<file path="src/rtl/vend_pkg.sv">
// Shared encodings for the vending dispense scheduler: product codes, FSM states, stock limits.
package vend_pkg;

  localparam logic [1:0] PROD_A = 2'd0;
  localparam logic [1:0] PROD_B = 2'd1;
  localparam logic [1:0] PROD_C = 2'd2;

  typedef enum logic [1:0] {
    S_IDLE  = 2'd0,
    S_START = 2'd1,
    S_WAIT  = 2'd2,
    S_JAM   = 2'd3
  } state_e;

  function automatic int unsigned stock_max(input int unsigned w);
    return (32'd1 << w) - 32'd1;
  endfunction

  localparam int unsigned STOCK_W_DEF = 4;
  localparam int unsigned STOCK_MAX   = stock_max(STOCK_W_DEF);

endpackage

</file>
<file path="src/rtl/vend_dispense_sched_if.sv">
// Grant/refill/motor handshake bundle between the vending front end and the dispense scheduler.
interface vend_dispense_sched_if;
  logic       req_a;
  logic       req_b;
  logic       req_c;
  logic       refill;
  logic [1:0] refill_sel;
  logic       motor_done;
  logic       motor_start;
  logic [1:0] motor_sel;
  logic [2:0] sold_out;
  logic       refund;
  logic       jam;
  logic       busy;

  modport slave (
    input  req_a, req_b, req_c, refill, refill_sel, motor_done,
    output motor_start, motor_sel, sold_out, refund, jam, busy
  );

  modport master (
    output req_a, req_b, req_c, refill, refill_sel, motor_done,
    input  motor_start, motor_sel, sold_out, refund, jam, busy
  );
endinterface

</file>
<file path="src/rtl/vend_req_fifo.sv">
// Small synchronous FIFO of product codes; full is judged before any same-cycle pop.
module vend_req_fifo #(
  parameter int unsigned DEPTH = 4,
  parameter int unsigned W     = 2
) (
  input  logic         clk,
  input  logic         reset,
  input  logic         push,
  input  logic         pop,
  input  logic [W-1:0] din,
  output logic [W-1:0] dout,
  output logic         full,
  output logic         empty,
  output logic         empty_next_c
);
  localparam int unsigned AW = (DEPTH > 1) ? $clog2(DEPTH) : 1;

  logic [W-1:0] mem_q [DEPTH];
  logic [AW-1:0] wr_q, wr_d, rd_q, rd_d;
  logic [AW:0]   cnt_q, cnt_d;
  logic          do_push, do_pop;

  always_comb begin
    full         = (cnt_q == (AW+1)'(DEPTH));
    empty        = (cnt_q == '0);
    do_push      = push && !full;
    do_pop       = pop && !empty;
    wr_d         = do_push ? wr_q + AW'(1) : wr_q;
    rd_d         = do_pop  ? rd_q + AW'(1) : rd_q;
    cnt_d        = cnt_q + (AW+1)'(do_push) - (AW+1)'(do_pop);
    empty_next_c = (cnt_d == '0);
    dout         = mem_q[rd_q];
  end

  always_ff @(posedge clk) begin
    if (reset) begin
      wr_q  <= '0;
      rd_q  <= '0;
      cnt_q <= '0;
    end else begin
      wr_q  <= wr_d;
      rd_q  <= rd_d;
      cnt_q <= cnt_d;
    end
  end

  // Storage needs no reset: occupancy alone decides what is valid.
  always_ff @(posedge clk) begin
    if (do_push) mem_q[wr_q] <= din;
  end
endmodule

</file>
<file path="src/rtl/vend_dispense_sched.sv">
// Dispense scheduler: reserves stock per grant, queues grants, drives the shared motor,
// and refunds every paid grant that cannot be served (rejects, multi-grants, jams).
module vend_dispense_sched
  import vend_pkg::*;
#(
  parameter int unsigned STOCK_W    = STOCK_W_DEF,
  parameter int unsigned STOCK_INIT = 8,
  parameter int unsigned Q_DEPTH    = 4,
  parameter int unsigned TIMEOUT    = 16
) (
  input  logic                 clk,
  input  logic                 reset,
  vend_dispense_sched_if.slave bus
);
  localparam int unsigned        TIMER_W = $clog2(TIMEOUT) + 1;
  localparam logic [STOCK_W-1:0] STK_MAX = STOCK_W'(stock_max(STOCK_W));

  state_e               state_q, state_d;
  logic [TIMER_W-1:0]   timer_q, timer_d;
  logic [STOCK_W-1:0]   stock_q [3];
  logic [STOCK_W-1:0]   stock_d [3];
  logic                 pend_q, pend_d;
  logic [1:0]           motor_sel_q, motor_sel_d;
  logic                 motor_start_q, refund_q, refund_d, jam_q, busy_q, busy_d;
  logic [2:0]           sold_out_q, sold_out_d;

  logic       any_req, multi_req, sel_zero, accept, req_refund;
  logic       pop, flush, tout;
  logic [1:0] req_sel, fifo_dout;
  logic       fifo_full, fifo_empty, fifo_empty_next_c;

  // Grant decode: A beats B beats C; extra grants in the same cycle are refunded once.
  always_comb begin
    any_req   = bus.req_a | bus.req_b | bus.req_c;
    multi_req = (bus.req_a & bus.req_b) | (bus.req_a & bus.req_c) | (bus.req_b & bus.req_c);
    req_sel   = bus.req_a ? PROD_A : (bus.req_b ? PROD_B : PROD_C);
    sel_zero  = 1'b0;
    for (int i = 0; i < 3; i++) begin
      if (req_sel == 2'(i)) sel_zero = (stock_q[i] == '0);
    end
    accept     = any_req && (state_q != S_JAM) && !sel_zero && !fifo_full;
    req_refund = any_req && (!accept || multi_req);
  end

  vend_req_fifo #(.DEPTH(Q_DEPTH), .W(2)) u_fifo (
    .clk          (clk),
    .reset        (reset),
    .push         (accept),
    .pop          (pop),
    .din          (req_sel),
    .dout         (fifo_dout),
    .full         (fifo_full),
    .empty        (fifo_empty),
    .empty_next_c (fifo_empty_next_c)
  );

  always_comb begin
    state_d     = state_q;
    timer_d     = timer_q;
    pend_d      = pend_q;
    motor_sel_d = motor_sel_q;
    stock_d     = stock_q;
    pop         = 1'b0;
    flush       = 1'b0;
    tout        = 1'b0;
    case (state_q)
      S_IDLE: begin
        if (!fifo_empty) begin
          pop         = 1'b1;
          motor_sel_d = fifo_dout;
          state_d     = S_START;
        end
      end
      S_START: begin
        timer_d = '0;
        state_d = S_WAIT;
      end
      S_WAIT: begin
        if (bus.motor_done) begin
          state_d = S_IDLE;
        end else if (timer_q == TIMER_W'(TIMEOUT - 1)) begin
          state_d = S_JAM;
          tout    = 1'b1;
        end else begin
          timer_d = timer_q + TIMER_W'(1);
        end
      end
      S_JAM: begin
        // A new grant steals the refund slot; a deferred jam refund goes before the flush.
        if (!any_req) begin
          if (pend_q) begin
            pend_d = 1'b0;
          end else if (!fifo_empty) begin
            pop   = 1'b1;
            flush = 1'b1;
          end
        end
      end
      default: state_d = S_IDLE;
    endcase

    // Timeout colliding with a rejected grant: refund the grant now, the jam item later.
    if (req_refund && tout) pend_d = 1'b1;
    refund_d = req_refund | tout | ((state_q == S_JAM) && !any_req && (pend_q || !fifo_empty));

    // Refill lands first, then the reservation or the flush restore.
    for (int i = 0; i < 3; i++) begin
      if (bus.refill && (bus.refill_sel == 2'(i))) stock_d[i] = STK_MAX;
      if (accept && (req_sel == 2'(i)))            stock_d[i] = stock_d[i] - STOCK_W'(1);
      if (flush && (fifo_dout == 2'(i)) && (stock_d[i] != STK_MAX))
        stock_d[i] = stock_d[i] + STOCK_W'(1);
      sold_out_d[i] = (stock_d[i] == '0);
    end

    busy_d = (state_d != S_IDLE) || !fifo_empty_next_c;
  end

  always_ff @(posedge clk) begin
    if (reset) begin
      state_q       <= S_IDLE;
      timer_q       <= '0;
      pend_q        <= 1'b0;
      motor_sel_q   <= PROD_A;
      motor_start_q <= 1'b0;
      refund_q      <= 1'b0;
      jam_q         <= 1'b0;
      busy_q        <= 1'b0;
      sold_out_q    <= '0;
      for (int i = 0; i < 3; i++) stock_q[i] <= STOCK_W'(STOCK_INIT);
    end else begin
      state_q       <= state_d;
      timer_q       <= timer_d;
      pend_q        <= pend_d;
      motor_sel_q   <= motor_sel_d;
      motor_start_q <= (state_d == S_START);
      refund_q      <= refund_d;
      jam_q         <= (state_d == S_JAM);
      busy_q        <= busy_d;
      sold_out_q    <= sold_out_d;
      for (int i = 0; i < 3; i++) stock_q[i] <= stock_d[i];
    end
  end

  assign bus.motor_start = motor_start_q;
  assign bus.motor_sel   = motor_sel_q;
  assign bus.sold_out    = sold_out_q;
  assign bus.refund      = refund_q;
  assign bus.jam         = jam_q;
  assign bus.busy        = busy_q;
endmodule

</file>
<file path="src/flat_wrapper.sv">
// flat-port wrapper written by rule: the top's interface ports become plain ports
module vend_dispense_sched_flat import vend_pkg::*;
#(
  parameter int unsigned STOCK_W    = STOCK_W_DEF,
  parameter int unsigned STOCK_INIT = 8,
  parameter int unsigned Q_DEPTH    = 4,
  parameter int unsigned TIMEOUT    = 16
)
  (clk, reset, bus_req_a, bus_req_b, bus_req_c, bus_refill, bus_refill_sel, bus_motor_done, bus_motor_start, bus_motor_sel, bus_sold_out, bus_refund, bus_jam, bus_busy);
  vend_dispense_sched_if bus_i ();
  input  logic clk;
  input  logic reset;
  input wire logic [$bits(bus_i.req_a)-1:0] bus_req_a;
  input wire logic [$bits(bus_i.req_b)-1:0] bus_req_b;
  input wire logic [$bits(bus_i.req_c)-1:0] bus_req_c;
  input wire logic [$bits(bus_i.refill)-1:0] bus_refill;
  input wire logic [$bits(bus_i.refill_sel)-1:0] bus_refill_sel;
  input wire logic [$bits(bus_i.motor_done)-1:0] bus_motor_done;
  output wire logic [$bits(bus_i.motor_start)-1:0] bus_motor_start;
  output wire logic [$bits(bus_i.motor_sel)-1:0] bus_motor_sel;
  output wire logic [$bits(bus_i.sold_out)-1:0] bus_sold_out;
  output wire logic [$bits(bus_i.refund)-1:0] bus_refund;
  output wire logic [$bits(bus_i.jam)-1:0] bus_jam;
  output wire logic [$bits(bus_i.busy)-1:0] bus_busy;
  assign bus_i.req_a = bus_req_a;
  assign bus_i.req_b = bus_req_b;
  assign bus_i.req_c = bus_req_c;
  assign bus_i.refill = bus_refill;
  assign bus_i.refill_sel = bus_refill_sel;
  assign bus_i.motor_done = bus_motor_done;
  assign bus_motor_start = bus_i.motor_start;
  assign bus_motor_sel = bus_i.motor_sel;
  assign bus_sold_out = bus_i.sold_out;
  assign bus_refund = bus_i.refund;
  assign bus_jam = bus_i.jam;
  assign bus_busy = bus_i.busy;
  vend_dispense_sched #(.STOCK_W(STOCK_W), .STOCK_INIT(STOCK_INIT), .Q_DEPTH(Q_DEPTH), .TIMEOUT(TIMEOUT)) u_core (.clk(clk), .reset(reset), .bus(bus_i));
endmodule
</file>
<file path="config.mk">
export PLATFORM = sky130hd
export DESIGN_NAME = vend_dispense_sched_flat
export DESIGN_NICKNAME = d
export VERILOG_FILES = /design/src/rtl/vend_pkg.sv /design/src/rtl/vend_dispense_sched_if.sv /design/src/rtl/vend_req_fifo.sv /design/src/rtl/vend_dispense_sched.sv /design/src/flat_wrapper.sv
export SDC_FILE = /design/constraint.sdc
export NUM_CORES = 1
export LEC_CHECK = 0
export BUFFER_PORTS_ARGS = -buffer_cell sky130_fd_sc_hd__buf_2
export CORE_ASPECT_RATIO = 1.25
export CORE_MARGIN = 2
export CORE_UTILIZATION = 55
export CTS_BUF_LIST = sky130_fd_sc_hd__clkbuf_8
export DETAILED_ROUTE_END_ITERATION = 7
export GPL_TIMING_DRIVEN = 1
export PLACE_DENSITY = 0.79
export SLEW_MARGIN = 15
export SYNTH_ARGS = -nofsm -noshare
export SYNTH_HDL_FRONTEND = slang
export SYNTH_HIERARCHICAL = 1
export SYNTH_SLANG_ARGS = --single-unit
</file>
<file path="constraint.sdc">
create_clock -name clk -period 3.3 [get_ports clk]
set_input_delay 0.165 -clock clk [delete_from_list [all_inputs] [get_ports clk]]
set_output_delay 0.165 -clock clk [all_outputs]
set_load 0.05 [all_outputs]
</file>
==> impl_metrics.env, run 1 <==
export IMPL_tritoncts="yes"
export IMPL_crit_type="reg -> reg"
export IMPL_fp_dieH_um=81.0
export IMPL_ys_seq_area_frac=0.384
export IMPL_fillerInstances=396
export IMPL_grt_max_degree=33
export IMPL_total_power_mw=2.33
export IMPL_max_cap_violations=0
export IMPL_synth_compound_area_share=0.156
export IMPL_hold_viol_final=0
export IMPL_num_io_pins=18
export IMPL_worstPathRequired_ns=3.45
export IMPL_place_detailed_instances=355
export IMPL_grt_pass1_wl_um=8570
export IMPL_multiInputGateArea_um2=1530
export IMPL_crit_slowest_cell="or4_1"
export IMPL_antenna_left=0
export IMPL_portBuffers=17
export IMPL_cts_setup_buffers=0
export IMPL_slew_violations=0
export IMPL_cts_buffers=5
export IMPL_cp_cell_sequence="or4_1, a21oi_1, a211oi_1, a21oi_1, nor3_1, inv_1, nor2_2, inv_1, ha_1, inv_1, ha_1, fa_1, xor2_1, xnor2_1, nor3_2, a31oi_1"
export IMPL_setup_worst_path_start_class="flop"
export IMPL_place_congestion=0.822
export IMPL_vias=2164
export IMPL_syn_instance_count=283
export IMPL_drt_first_pass_iters=4
export IMPL_synth_main_ff_cell="dfxtp_1"
export IMPL_yosys_area_share_simple=0.263
export IMPL_routed_wl_um=5270
export IMPL_arrival_ns=3.22
export IMPL_synthArstFlopShare=0
export IMPL_final_nets=327
export IMPL_final_util=0.618
export IMPL_hp_class="in -> reg"
export IMPL_area_growth_pct=10.3
export IMPL_clockBufferDepth=2
export IMPL_synth_mux_area_frac=0.0451
export IMPL_setup_violations=0
export IMPL_drive_gt1_frac=0.129
export IMPL_ctsRootBufferMaster="clkbuf_8"
export IMPL_critical_path_max_stage_delay_ns=0.59
export IMPL_period_share=0.931
export IMPL_ys_ff_latch=46
export IMPL_synth_top_family_by_area="simple AND/OR/NAND/NOR gates"
export IMPL_peakVddDrop_mv=0.596
export IMPL_grt_use_total=0.208
export IMPL_synth_edf_count=8
export IMPL_stdcell_count=363
export IMPL_route_met3_wl_um=150
export IMPL_antenna_cells=0
export IMPL_grt_ovfl_total=0
export IMPL_met2WireLength_um=2710
export IMPL_synth_top_area_share=0.291
export IMPL_grt_setup_unrepaired="no"
export IMPL_routed_top_layer="met4"
export IMPL_p_per_area_nw_per_um2=809
export IMPL_critPathMostFrequentCell="inv_1"
export IMPL_via_per_inst=5.96
export IMPL_power_leakage_nw=1.11
export IMPL_relSlewSlack=0.580
export IMPL_post_cts_resized=0
export IMPL_wl_met1_um=2340
export IMPL_avgSynthCellArea_um2=9.22
export IMPL_postCtsHoldBufs=0
export IMPL_cts_sinks=46
export IMPL_synth_area_um2=2610
export IMPL_yosys_top_cells_area="dfxtp_1 29%, edfxtp_1 9.2%, ha_1 7.2%"
export IMPL_dieArea_um2=5320
export IMPL_timing_clock_skew_ns=0.00814
export IMPL_core_um2=4660
export IMPL_dp_slack_ns=0.282
export IMPL_synthAdderAreaFrac=0.0796
export IMPL_synth_xor_area_frac=0.0403
export IMPL_drt_initial_drc_count=111
export IMPL_rows=28
export IMPL_yosys_area_top_type="dfxtp_1"
export IMPL_fmax_mhz=326
export IMPL_hpwl_um=3920
export IMPL_regArea_um2=1000
export IMPL_clk_pin_slew_ns=0.08
export IMPL_syn_num_nets=308
export IMPL_status="complete, no violations"
export IMPL_grt_pass1_vias=1993
export IMPL_setup_ws_ns=0.229
export IMPL_clock_latency_ns=0.30
export IMPL_antenna_found_initial=0
export IMPL_end_kind="flop"
export IMPL_finalSetupTns_ns=0
export IMPL_initial_utilization=0.560
export IMPL_fin_crit_ns=3.07
export IMPL_synth_cell_type_count=59
export IMPL_crit_fanout=6
export IMPL_die_x_um=65.6
export IMPL_drc=0
export IMPL_yosys_warnings=6
export IMPL_worst_slew_pin_slew_ns=0.624
export IMPL_htreeDepth=2
export IMPL_wire_per_inst_um=14.5
## where the power goes
group | total, mW | switching (mW) | leakage (nW) | internal [mW]
Clock | 0.429 | 0.185 | 0.0626 | 0.244
Sequential | 0.816 | 0.106 | 0.387 | 0.710
Combinational | 1.08 | 0.651 | 0.666 | 0.432
Total | 2.33 | 0.942 | 1.11 | 1.39
## per-layer routing
layer / vias up / GRT usage
met5: - / 0
met4: 0 / 0.0688
met3: 7 / 0.0429
met2: 37 / 0.373
met1: 1036 / 0.247
li1: 1084 / -
## layout make-up
type / count / share of cell area
Clock buffer: 6 / 0.0287
Tap cell: 60 / 0.0261
Sequential cell: 46 / 0.348
Timing Repair Buffer: 20 / 0.0374
Multi-Input combinational cell: 215 / 0.530
Inverter: 14 / 0.0183
Clock inverter: 2 / 0.0117
## synthesized netlist by cell type (3+ instances only)
cell	n
xor2_1	7
or3_1	3
nor3_1	11
a31oi_1	3
clkbuf_1	5
nand3_1	7
ha_1	15
nor4_1	7
a21oi_1	17
nand2_1	8
a21o_1	3
inv_1	14
dfxtp_1	38
xnor2_1	5
buf_2	3
nor2b_1	9
nand2b_1	7
and2_1	7
nor2_1	27
nand4_1	4
and3_1	4
o21ai_0	12
a211oi_1	4
edfxtp_1	8
mux2i_1	5
or4_1	6
## final timing paths
path	slack, ns	from	endpoint	cells after the start
setup / recovery	0.23	u_core/stock_q[0]$_SDFF_PP0_	u_core/bus.busy$_SDFF_PP0_	16
hold / removal	0.29	bus_motor_done	u_core/pend_q$_SDFFE_PP0P_	4
setup reg to reg	0.23	u_core/stock_q[0]$_SDFF_PP0_	u_core/bus.busy$_SDFF_PP0_	16
hold reg to reg	0.51	u_core/timer_q[0]$_SDFFE_PP0P_	u_core/timer_q[0]$_SDFFE_PP0P_	2
## logic make-up after synthesis
| kind of cell | after synthesis |
|---|---|
| xor gates and xnor gates | 12 |
| AOI/OAI and AO/OA | 61 |
| muxes | 9 |
| buffers and inverters | 22 |
| adders and majority gates | 16 |
| and+or+nand+nor | 117 |
| DFF | 46 |
## registers in the layout, indices dropped and copies added, names as in the netlist, 2 cells and up, named ones only
register              flops
u_core/timer_q            5
u_core/bus.motor_sel      2
u_core/stock_q           12
u_core/bus.sold_out       3
u_core/state_q            2
u_core/u_fifo/wr_q        2
u_core/u_fifo/cnt_q       3
u_core/u_fifo/mem_q       8
u_core/u_fifo/rd_q        2
## worst max-delay path: cells and delay by family (launching register included)
kind                       cells  cell delay [ns]
adders and majority gates      3             0.67
buffers and inverters          3             0.24
and+or+nand+nor                4             0.84
DFF                            1             0.35
AOI/OAI and AO/OA              4             0.51
xor gates and xnor gates       2             0.31
## placed cells by master, fill, tap and decap left out, types with 2 or more instances in the layout
cell | netlist | final
dfxtp_1 | 38 | 38
nor2_1 | 27 | 26
buf_2 | 3 | 17
a21oi_1 | 17 | 17
inv_1 | 14 | 15
ha_1 | 15 | 15
o21ai_0 | 12 | 12
nor3_1 | 11 | 11
nor2b_1 | 9 | 9
nand2_1 | 8 | 8
edfxtp_1 | 8 | 8
nor4_1 | 7 | 7
nand3_1 | 7 | 7
xor2_1 | 7 | 7
nand2b_1 | 7 | 7
and2_1 | 7 | 7
clkbuf_8 | 0 | 6
or4_1 | 6 | 6
xnor2_1 | 5 | 5
mux2i_1 | 5 | 5
and3_1 | 4 | 4
a211oi_1 | 4 | 4
nand4_1 | 4 | 4
a31oi_1 | 3 | 3
or3_1 | 3 | 3
a21o_1 | 3 | 3
buf_4 | 0 | 3
nor3b_2 | 2 | 2
nor4b_1 | 2 | 2
and3b_1 | 2 | 2
a2111oi_0 | 2 | 2
mux2_2 | 2 | 2
a211o_1 | 2 | 2
o211ai_1 | 2 | 2
o311a_1 | 2 | 2
o31ai_1 | 2 | 2
nor3_2 | 2 | 2
mux4_2 | 2 | 2
## per-stage QoR
| stage | hold WS [ns] | instance area, um2 |
|---|---|---|
| 2_1_floorplan | 0.234 | 2610 |
| 3_3_place_gp | 0.477 | 2760 |
| 3_5_place_dp | 0.478 | 2760 |
| 4_1_cts | 0.282 | 2880 |
| 5_1_grt | 0.333 | 2880 |
| 6_report | 0.286 | 2880 |
(Power assumes the default switching activity.)
==> inputs of run 2 (changes only) <==
Settings changed: ABC_AREA set to 1, PLACE_DENSITY 0.79 to 0.78.
==> impl_metrics.env, run 2 <==
export IMPL_status="complete, no violations"
export IMPL_relSlewSlack=0.663
export IMPL_drc=0
export IMPL_postCtsHoldBufs=0
export IMPL_most_common_layout_cells="76 x inv_1, 72 x nand2_1, 50 x nor2_1"
export IMPL_tritoncts="yes"
export IMPL_grt_max_degree=25
export IMPL_largest_register="u_core/stock_q"
export IMPL_via_per_inst=4.95
export IMPL_cts_sinks=46
export IMPL_synth_cell_type_count=37
export IMPL_routed_wl_um=5160
export IMPL_synth_common_cells="76 x inv_1, 72 x nand2_1, 50 x nor2_1"
export IMPL_clockBufferDepth=2
export IMPL_fin_hold_ws_ns=0.270
export IMPL_crit_slowest_cell="fa_1"
export IMPL_grt_pass1_wl_um=8800
export IMPL_setup_violations=0
export IMPL_antenna_left=0
export IMPL_drt_first_pass_iters=4
export IMPL_grt_setup_unrepaired="no"
export IMPL_stdcell_count=475
export IMPL_peakVddDrop_mv=0.550
export IMPL_hpwl_um=4070
export IMPL_yosys_warnings=6
export IMPL_hold_viol_final=0
export IMPL_grt_use_total=0.194
export IMPL_synth_area_um2=2890
export IMPL_clock_latency_ns=0.30
export IMPL_fin_crit_ns=2.84
export IMPL_cts_setup_buffers=0
export IMPL_timing_clock_skew_ns=0.00626
export IMPL_drt_initial_drc_count=105
export IMPL_largest_register_ffs=12
export IMPL_area_growth_pct=8.93
export IMPL_htreeDepth=2
export IMPL_rows=29
export IMPL_antenna_found_initial=0
export IMPL_vias=2349
export IMPL_fillerInstances=458
export IMPL_ff2ff_setup_slack_ns=0.46
export IMPL_dp_slack_ns=0.478
export IMPL_cts_buffers=5
export IMPL_wire_per_inst_um=10.9
export IMPL_synthArstFlopShare=0
export IMPL_slew_violations=0
export IMPL_crit_type="reg -> reg"
export IMPL_reg_largest_list="u_core/stock_q: 12 flops, u_core/u_fifo/mem_q: 8 flops, u_core/timer_q: 5 flops"
export IMPL_final_nets=437
export IMPL_worstPathRequired_ns=3.53
export IMPL_num_io_pins=18
export IMPL_fmax_mhz=352
export IMPL_antenna_cells=0
export IMPL_setup_ws_ns=0.460
export IMPL_clk_pin_slew_ns=0.08
export IMPL_core_um2=5080
export IMPL_critical_path_max_stage_delay_ns=0.37
export IMPL_ctsRootBufferMaster="clkbuf_8"
export IMPL_ys_ff_latch=46
export IMPL_yosys_top_cells_area="dfxtp_1 26%, inv_1 9.9%, nand2_1 9.4%"
export IMPL_end_kind="flop"
export IMPL_synth_top_area_share=0.264
export IMPL_syn_num_nets=416
export IMPL_period_share=0.861
export IMPL_setup_worst_path_start_class="flop"
export IMPL_post_cts_resized=0
export IMPL_die_x_um=68.8
export IMPL_grt_pass1_vias=2204
export IMPL_drive_gt1_frac=0.179
export IMPL_fp_dieH_um=85.0
export IMPL_dieArea_um2=5840
export IMPL_synth_most_common_cell="inv_1"
export IMPL_avgSynthCellArea_um2=7.38
export IMPL_syn_instance_count=391
export IMPL_crit_fanout=13
export IMPL_p_per_area_nw_per_um2=773
export IMPL_arrival_ns=3.07
export IMPL_finalSetupTns_ns=0
export IMPL_worst_slew_pin_slew_ns=0.505
export IMPL_place_congestion=0.824
export IMPL_ys_seq_area_frac=0.347
export IMPL_synth_edf_count=8
export IMPL_cp_cell_sequence="ha_1, inv_1, nand2_1, a21oi_2, nand2_2, nor2_8, nand2_1, ha_1, inv_1, ha_1, fa_1, nand3b_1, nand2_1, nor2_1, a31oi_1"
export IMPL_power_leakage_nw=1.54
export IMPL_initial_utilization=0.568
export IMPL_synth_main_ff_cell="dfxtp_1"
export IMPL_yosys_area_top_type="dfxtp_1"
export IMPL_place_detailed_instances=467
export IMPL_portBuffers=17
export IMPL_final_common_cell="inv_1"
export IMPL_hp_class="in -> reg"
export IMPL_max_cap_violations=0
export IMPL_grt_ovfl_total=0
==> run 2: cell count changes after synthesis, moves of 9 or more <==
cell,change
nand2_2,+13
nand3_1,+14
nand2_1,+64
nor2_1,+23
inv_1,+62
nor2b_1,-9
==> run 2: critical path, delay by kind of cell, from the launching register on <==
family / cells / cell delay, ns
adder cells (fa/ha/maj): 4 / 1.06
AND/OR/NAND/NOR: 7 / 0.89
flip-flops: 1 / 0.35
AO/OA/AOI/OAI: 2 / 0.26
buffers and inverters: 2 / 0.19
==> run 2: report_power, final <==
group | leakage (nW) | total [mW] | internal (mW) | switching [mW]
sequential | 0.388 | 0.790 | 0.717 | 0.0729
combinational | 1.10 | 1.22 | 0.392 | 0.827
clock | 0.0504 | 0.420 | 0.225 | 0.195
==> run 2: final cells by class <==
| type | instances | area [um2] | area share |
|---|---|---|---|
| Timing Repair Buffer | 17 | 85.1 | 0.0271 |
| Multi-Input combinational cell | 261 | 1560 | 0.497 |
| Sequential cell | 46 | 1000 | 0.318 |
| Inverter | 81 | 304 | 0.0967 |
| Tap cell | 62 | 77.6 | 0.0247 |
| Clock buffer | 5 | 68.8 | 0.0219 |
| Clock inverter | 3 | 45.0 | 0.0143 |
==> run 2: routing by layer <==
metal	global-route usage	vias up	share of wire
li1	-	1259	-
met1	0.219	1041	0.42
met2	0.350	40	0.52
met3	0.0385	9	0.038
met4	0.0677	0	0.019
met5	0	-	0
==> run 2: logic make-up (layout without fill, tap and decap cells) <==
family,Yosys count,after routing,share of synthesized area
fa+ha+maj,16,16,0.0720
xor+xnor,6,6,0.0312
compound gates,44,44,0.0867
flops,46,46,0.347
simple gates,195,195,0.351
buf+inv,84,106,0.112
==> run 2: path summary, 6_finish.rpt <==
kind,from,endpoint,cells past startpoint
hold reg to reg,u_core/u_fifo/rd_q[0]$_SDFFE_PP0P_,flop,2
setup reg to reg,u_core/state_q[0]$_SDFF_PP0_,u_core/bus.busy$_SDFF_PP0_,15
hold / removal,bus_motor_done,u_core/pend_q$_SDFFE_PP0P_,6
setup / recovery,u_core/state_q[0]$_SDFF_PP0_,u_core/bus.busy$_SDFF_PP0_,15
==> run 2: metrics by stage <==
stage | util | area [um2] | total power [mW]
floorplan | - | 2890 | 1.79
global placement | 0.596 | 3030 | 1.99
detailed placement | 0.596 | 3030 | 2.02
CTS | 0.619 | 3140 | 2.45
global route | 0.619 | 3140 | 2.65
finish | 0.619 | 3140 | 2.43
==> inputs of run 3 (changes only) <==
Settings changed: CELL_PAD_IN_SITES_DETAIL_PLACEMENT set to 1, CELL_PAD_IN_SITES_GLOBAL_PLACEMENT set to 1, CORE_UTILIZATION 55 to 46, PLACE_DENSITY 0.78 to 0.86, RECOVER_POWER set to 100.
==> impl_metrics.env, run 3 (synthesized netlist as in run 2, its figures left out) <==
export IMPL_antenna_found_initial=0
export IMPL_relSlewSlack=0.571
export IMPL_fin_crit_ns=2.87
export IMPL_max_cap_violations=0
export IMPL_clk_pin_slew_ns=0.08
export IMPL_drt_first_pass_iters=4
export IMPL_ff2ff_path_depth=15
export IMPL_hpwl_um=5290
export IMPL_place_detailed_instances=490
export IMPL_clockBufferDepth=2
export IMPL_grt_pass1_wl_um=11700
export IMPL_peakVddDrop_mv=0.487
export IMPL_antenna_cells=0
export IMPL_cts_setup_buffers=0
export IMPL_crit_cells=15
export IMPL_via_per_inst=4.99
export IMPL_dp_slack_ns=0.439
export IMPL_initial_utilization=0.471
export IMPL_end_kind="flop"
export IMPL_grt_max_degree=25
export IMPL_finalSetupTns_ns=0
export IMPL_postCtsHoldBufs=0
export IMPL_place_congestion=0.801
export IMPL_clock_latency_ns=0.30
export IMPL_reg_largest_list="u_core/stock_q: 12 flops, u_core/u_fifo/mem_q: 8 flops, u_core/timer_q: 5 flops"
export IMPL_hold_viol_final=0
export IMPL_core_um2=6130
export IMPL_critical_path_max_stage_delay_ns=0.37
export IMPL_setup_violations=0
export IMPL_drive_gt1_frac=0.121
export IMPL_final_util=0.506
export IMPL_grt_setup_unrepaired="no"
export IMPL_worst_slew_pin_slew_ns=0.641
export IMPL_most_common_layout_cells="77 x nand2_1, 77 x inv_1, 54 x nor2_1"
export IMPL_p_per_area_nw_per_um2=823
export IMPL_post_cts_resized=0
export IMPL_routed_wl_um=6810
export IMPL_crit_fanout=13
export IMPL_period_share=0.870
export IMPL_vias=2483
export IMPL_fp_dieH_um=92.5
export IMPL_grt_ovfl_total=0
export IMPL_final_nets=437
export IMPL_stdcell_count=498
export IMPL_die_x_um=74.8
export IMPL_setup_ws_ns=0.427
export IMPL_fin_hold_ws_ns=0.291
export IMPL_reg2reg_to="u_core/bus.busy$_SDFF_PP0_"
export IMPL_worstReg2RegStart="u_core/state_q[0]$_SDFF_PP0_"
export IMPL_cts_sinks=46
export IMPL_drt_initial_drc_count=55
export IMPL_setup_worst_path_end="u_core/bus.busy$_SDFF_PP0_"
export IMPL_multiInputGateArea_um2=1470
export IMPL_crit_slowest_cell="fa_1"
export IMPL_fillerInstances=811
export IMPL_cp_cell_sequence="ha_1, inv_1, nand2_1, a21oi_1, nand2_2, nor2_8, nand2_1, ha_1, inv_1, ha_1, fa_1, nand3b_1, nand2_1, nor2_1, a31oi_1"
export IMPL_timing_clock_skew_ns=0.00591
export IMPL_arrival_ns=3.10
export IMPL_portBuffers=17
export IMPL_wire_per_inst_um=13.7
export IMPL_ff2ff_setup_slack_ns=0.43
export IMPL_crit_type="reg -> reg"
export IMPL_drc=0
export IMPL_status="complete, no violations"
export IMPL_fmax_mhz=348
export IMPL_grt_use_total=0.219
export IMPL_slew_violations=0
export IMPL_largest_register="u_core/stock_q"
export IMPL_power_leakage_nw=1.49
export IMPL_rows=32
export IMPL_antenna_left=0
export IMPL_ctsRootBufferMaster="clkbuf_8"
export IMPL_htreeDepth=2
export IMPL_dieArea_um2=6930
export IMPL_grt_pass1_vias=2642
export IMPL_cts_buffers=5
export IMPL_area_growth_pct=7.37
export IMPL_largest_register_ffs=12
export IMPL_crit_path_start="u_core/state_q[0]$_SDFF_PP0_"
export IMPL_setup_worst_path_start_class="flop"
export IMPL_worstPathRequired_ns=3.53
export IMPL_hp_class="in -> reg"
export IMPL_regArea_um2=1000
export IMPL_tritoncts="yes"
export IMPL_path_buf_inv=2
export IMPL_crit_family="adder cells"
export IMPL_num_io_pins=18
==> run 3: routing by layer <==
| layer | wire length, um | global-route usage | part of all wire |
|---|---|---|---|
| met5 | 0 | 0 | 0 |
| met2 | 3770 | 0.412 | 0.55 |
| met1 | 2720 | 0.234 | 0.40 |
| met3 | 168 | 0.0337 | 0.025 |
| met4 | 153 | 0.0818 | 0.022 |
==> run 3: final cells by class <==
| cell class | count | area share |
|---|---|---|
| Timing Repair Buffer | 17 | 0.0234 |
| Inverter | 81 | 0.0981 |
| Tap cell | 85 | 0.0343 |
| Multi-Input combinational cell | 261 | 0.475 |
| Clock inverter | 2 | 0.0194 |
| Clock buffer | 6 | 0.0267 |
| Sequential cell | 46 | 0.323 |
==> run 3: worst min path at each step <==
stage	to	cells after the start	from	slack, ns
finish	u_core/pend_q$_SDFFE_PP0P_	6	bus_motor_done	0.29
global route	u_core/u_fifo/mem_q[0][1]$_DFFE_PP_	2	bus_req_b	0.29
CTS	u_core/pend_q$_SDFFE_PP0P_	6	bus_motor_done	0.28
detailed placement	u_core/bus.motor_sel[1]$_SDFFE_PP0P_	2	u_core/bus.motor_sel[1]$_SDFFE_PP0P_	0.47
global placement	u_core/bus.motor_sel[1]$_SDFFE_PP0P_	2	u_core/bus.motor_sel[1]$_SDFFE_PP0P_	0.46
floorplan	u_core/u_fifo/cnt_q[2]$_SDFF_PP0_	1	reset	0.23
==> run 3: per-stage QoR <==
stage	power, mW	cell area, um2
3_5_place_dp	2.09	3060
2_1_floorplan	1.79	2890
4_1_cts	2.63	3200
3_3_place_gp	2.02	3060
5_1_grt	2.77	3100
6_report	2.55	3100
==> run 3: report_power, final <==
part           internal [mW]  switching, mW
Clock                  0.323          0.193
Sequential             0.718         0.0825
Combinational          0.368          0.866
Total                   1.41           1.14
==> run 3: worst reg2reg max path, delay by kind of cell, from the launching register on <==
family | cells | cell delay, ns
simple gates | 7 | 0.89
fa+ha+maj | 4 | 1.07
flops | 1 | 0.36
compound gates | 2 | 0.32
buf+inv | 2 | 0.18
